`config.mk`:
```
export PLATFORM = sky130hd
export DESIGN_NAME = pipe_stage_reg
export DESIGN_NICKNAME = d
export VERILOG_FILES = /design/src/rtl/pipe_stage_reg.sv
export SDC_FILE = /design/constraint.sdc
export NUM_CORES = 1
export LEC_CHECK = 0
export ABC_AREA = 1
export BUFFER_PORTS_ARGS = -buffer_cell sky130_fd_sc_hd__buf_4
export CAP_MARGIN = 5
export CORE_ASPECT_RATIO = 0.7
export CORE_MARGIN = 2
export CORE_UTILIZATION = 39
export CTS_CLUSTER_DIAMETER = 40
export DETAILED_ROUTE_END_ITERATION = 10
export GPL_ROUTABILITY_DRIVEN = 0
export PLACE_DENSITY_LB_ADDON = 0.2
export SETUP_SLACK_MARGIN = 0.2
export SLEW_MARGIN = 20
export SYNTH_ARGS = -nofsm -noshare
export SYNTH_HDL_FRONTEND = slang
export SYNTH_SLANG_ARGS = --single-unit
```
`constraint.sdc`:
```
create_clock -name clk -period 0.95 [get_ports clk]
set_clock_uncertainty 0.1 [all_clocks]
set_input_delay 0.2375 -clock clk [delete_from_list [all_inputs] [get_ports clk]]
set_output_delay 0.2375 -clock clk [all_outputs]
set_load 0.02 [all_outputs]
```
`src/rtl/pipe_stage_reg.sv`:
```
// Generic inter-stage pipeline register (valid/payload/debug tag) with optional hold/bubble/flush counters (PIPE_STAGE_PERF_CNT_EN).
// Latency: 1 cycle, all outputs registered.
// Backpressure: stall[STAGE_IDX+1:STAGE_IDX] selects advance/bubble/hold; flush overrides all stall combinations.
module pipe_stage_reg #(
  parameter int unsigned         DATA_W    = 32,
  parameter int unsigned         DBG_W     = 32,
  parameter int unsigned         STALL_W   = 6,
  parameter int unsigned         STAGE_IDX = 4,
  parameter logic [DATA_W-1:0]   NOP_VALUE = {DATA_W{1'b0}},
  parameter int unsigned         CNT_W     = 16
) (
  input  logic                clk,
  input  logic                rst,
  input  logic [STALL_W-1:0]  stall,
  input  logic                flush,
  input  logic                in_valid,
  input  logic [DATA_W-1:0]   in_data,
  input  logic [DBG_W-1:0]    in_dbg,
  input  logic                perf_clr,
  output logic                out_valid,
  output logic [DATA_W-1:0]   out_data,
  output logic [DBG_W-1:0]    out_dbg,
  output logic [CNT_W-1:0]    hold_cnt,
  output logic [CNT_W-1:0]    bubble_cnt,
  output logic [CNT_W-1:0]    flush_cnt
);

  typedef enum logic [1:0] {
    ACT_ADVANCE,
    ACT_BUBBLE,
    ACT_HOLD,
    ACT_FLUSH
  } act_t;

  logic us;
  logic ds;
  act_t act;

  assign us = stall[STAGE_IDX];
  assign ds = stall[STAGE_IDX+1];

  // us=0 with ds=1 never comes from the stall controller; it simply advances.
  always_comb begin
    act = ACT_ADVANCE;
    if (flush)          act = ACT_FLUSH;
    else if (us && !ds) act = ACT_BUBBLE;
    else if (us && ds)  act = ACT_HOLD;
  end

  always_ff @(posedge clk) begin
    if (rst) begin
      out_valid <= 1'b0;
      out_data  <= NOP_VALUE;
      out_dbg   <= '0;
    end else begin
      case (act)
        ACT_FLUSH: begin
          out_valid <= 1'b0;
          out_data  <= NOP_VALUE;
          out_dbg   <= '0;
        end
        ACT_BUBBLE: begin
          // Keep the stalled instruction's tag visible in the trace.
          out_valid <= 1'b0;
          out_data  <= NOP_VALUE;
          out_dbg   <= in_dbg;
        end
        ACT_ADVANCE: begin
          out_valid <= in_valid;
          out_data  <= in_valid ? in_data : NOP_VALUE;
          out_dbg   <= in_dbg;
        end
        default: begin
          out_valid <= out_valid;
          out_data  <= out_data;
          out_dbg   <= out_dbg;
        end
      endcase
    end
  end

`ifdef PIPE_STAGE_PERF_CNT_EN
  logic [CNT_W-1:0] hold_q;
  logic [CNT_W-1:0] bubble_q;
  logic [CNT_W-1:0] flush_q;

  // Clear beats a same-edge event; counters saturate rather than wrap.
  always_ff @(posedge clk) begin
    if (rst || perf_clr) begin
      hold_q   <= '0;
      bubble_q <= '0;
      flush_q  <= '0;
    end else begin
      if (act == ACT_HOLD && hold_q != {CNT_W{1'b1}})
        hold_q <= hold_q + CNT_W'(1);
      if (act == ACT_BUBBLE && bubble_q != {CNT_W{1'b1}})
        bubble_q <= bubble_q + CNT_W'(1);
      if (act == ACT_FLUSH && flush_q != {CNT_W{1'b1}})
        flush_q <= flush_q + CNT_W'(1);
    end
  end

  assign hold_cnt   = hold_q;
  assign bubble_cnt = bubble_q;
  assign flush_cnt  = flush_q;

  logic unused_stall;
  assign unused_stall = ^stall;
`else
  assign hold_cnt   = '0;
  assign bubble_cnt = '0;
  assign flush_cnt  = '0;

  logic unused_inputs;
  assign unused_inputs = ^{stall, perf_clr};
`endif

endmodule

```
==> impl_results.md <==
- Commonest cells after routing, fill and taps aside: 84 x buf_4, 81 x buf_6, 65 x nand4_1, 65 x dfxtp_2, 48 x conb_1
- Largest net degree at the start of global routing: 29
- XOR/XNOR Fraction of Synth Area: 0%
- RSZ-0062 raised after global routing: true
- Dominant cell type by area after synthesis: dfxtp_1
- Layout Area Growth over Synthesis: 85.2%
- Worst Path Max Fanout: 2
- Vias: 3379
- Fin worst setup slack: -0.185 ns
- Starting DRT DRC Count: 174
- Core area: 7840 µm²
- First-pass DRT Iterations: 4
- # DRC: 0
- CP Data Arrival Time: 0.80 ns
- Mapped Cells: 417
- Leakage: 2.75 nW
- HPWL after DPL: 6090 µm
- Commonest non-fill, non-tap cell in the layout: buf_4
- Fill count: 574
- Row cnt: 27
- Final ANT Viol Nets: 0
- Mux cell area share after synthesis: 0%
- Routed WL: 10300 µm
- Fin Hold WS: 0.0653 ns
- First-pass GRT wire length: 14900 µm
- Cell Area, Synth: 3140 µm²
- Worst path max stage delay: 0.35 ns
- Total CTS buffers: 9
- GRT Util Overall: 20.9%
- Setup_tns: -10.58 ns
- Worst path required time: 0.61 ns
- Congestion Overflow GR: 0
- Worst Setup Path Type: reg2out
- Clock buffer depth: 2
- Yosys cell types: 12
- Max VDD drop: 933 µV
- Hold Vio Cnt, Final: 0
- Diodes inserted: 0
- Die width: 111 µm
- Max-Cap Viols: 0
- Tcrit/Tclk final: 120%
- Clock root buffer: clkbuf_16
- Hold Buf Count CTS: 0
- Synth Area in Adders: 0%
- Final setup violation count: 65
- Worst Hold Class: in2reg
- CTS Sinks: 65
- Violated checks: negative setup slack
- Fmax: 881 MHz
- I/O pins: 188
- Yosys top cell area share: 41.4%
- Synth Area in Compound Gates: 10.4%
- Synth Warn #: 0
- Simple-gate share of the synthesized area: 26.1%
- Port Buf Inserts: 134
- Seq/Total Area, Yosys: 41.4%
- Vias per inst: 4.93
- Vias in the first global route: 3023
- Slew Limit Fails: 0
- Result of the run: complete, but fails checks
- Die height: 79.1 µm
- # nets final: 654
- Tot Pwr: 7.87 mW
- DIE AREA: 8800 µm²
- Delay-heaviest family, CP: flip-flops
- Clk_lat worst skew: 0.32 ns
- CTS tree: built
- Largest family of logic cells by synthesized area: simple AND/OR/NAND/NOR gates
- Cell Pwr Density: 1350 nW/µm²
- Avg Inst Size Synth: 7.54 µm²
- Clock-pin slew on the worst setup and hold paths: 0.06 ns
- Setup crit end kind: output pin
- H-tree levels: 3
- Starting density of the core: 40.1%
- Routed len/inst: 15.0 µm
- Final min period: 1.14 ns
- Buf/Inv on CP: 1
- #FFs+latches synth: 65
- Synth area leaders: dfxtp_1 41%, buf_4 13%, nand4_1 13%, a21oi_1 10%, nand2_1 7.9%
- CP max stage cell: dfxtp_2
- Critical path cell sequence: buf_6
- Initial antenna violation count: 0
- Pre-CTS setup slack: -0.195 ns
- Startpoint types: flip-flop
- Layout cells sized above 1: 60.8%
flip-flops by register name, indices dropped and copies added (netlist names):
register,flops
out_valid,1
out_data,32
out_dbg,32
cell usage after synthesis (all sizes together):
cell,number
nand2,66
a21oi,65
nor2,1
nand4,65
nand3,32
buf,77
inv,33
clkbuf,12
dfxtp,65
conb,1
routing by layer:
metal  wire [µm]  track usage, %  part of all wire (%)  vias up
met4          68            4.57                  0.66        0
met3         794            7.40                   7.7       11
met1        4470            27.8                    44     1586
met5           0               0                     0        -
met2        4930            32.9                    48      127
li1            -               -                     -     1655
final timing paths:
| kind | start | end | slack [ns] | cells after the start |
|---|---|---|---|---|
| setup / recovery | out_data[5]$_SDFFE_PP0P_ | out_data[5] | -0.19 | 1 |
| setup reg to reg | out_dbg[31]$_SDFFE_PP0P_ | out_dbg[31]$_SDFFE_PP0P_ | 0.07 | 4 |
| hold reg to reg | out_dbg[11]$_SDFFE_PP0P_ | out_dbg[11]$_SDFFE_PP0P_ | 0.38 | 2 |
| hold / removal | in_dbg[7] | out_dbg[7]$_SDFFE_PP0P_ | 0.07 | 3 |
stage by stage:
step                util, %  area, µm²  instances
global placement       54.5       4270        638
global route           74.3       5820        685
detailed placement     54.5       4270        638
floorplan                 -       3560        464
finish                 74.3       5820        685
CTS                    65.9       5170        669
area by class of cell:
class                      instances  area, µm²  area share [%]
timing repair buffer             193       2110            36.3
multi-input combinational        277       1760            30.2
sequential                        65       1380            23.8
clock buffer                      10        239            4.11
inverter                          33        136            2.34
tap                              101        126            2.17
clock inverter                     6       67.6            1.16
where the power goes:
group,leakage [nW],switching [mW],internal (mW)
registers,0.559,0.0629,2.83
clock network,0.145,1.24,2.10
logic,2.05,0.876,0.762
logic make-up (layout without fill, tap and decap cells):
logic type / Yosys count / in the layout
and+or+nand+nor: 164 / 164
buffers and inverters: 122 / 242
other: 1 / 48
AOI/OAI and AO/OA: 65 / 65
DFF: 65 / 65
what timing repair did:
| item | 4_1_cts | 5_1_grt |
|---|---|---|
| buffers inserted | 11 | 14 |
| pin swaps | 41 | 73 |
| gates resized for setup | 163 | 116 |
| endpoints found under the setup margin | 97 | 125 |
| cloned | 4 | 2 |
| endpoints found under the hold margin | 0 | 0 |
(Power assumes the default switching activity.)
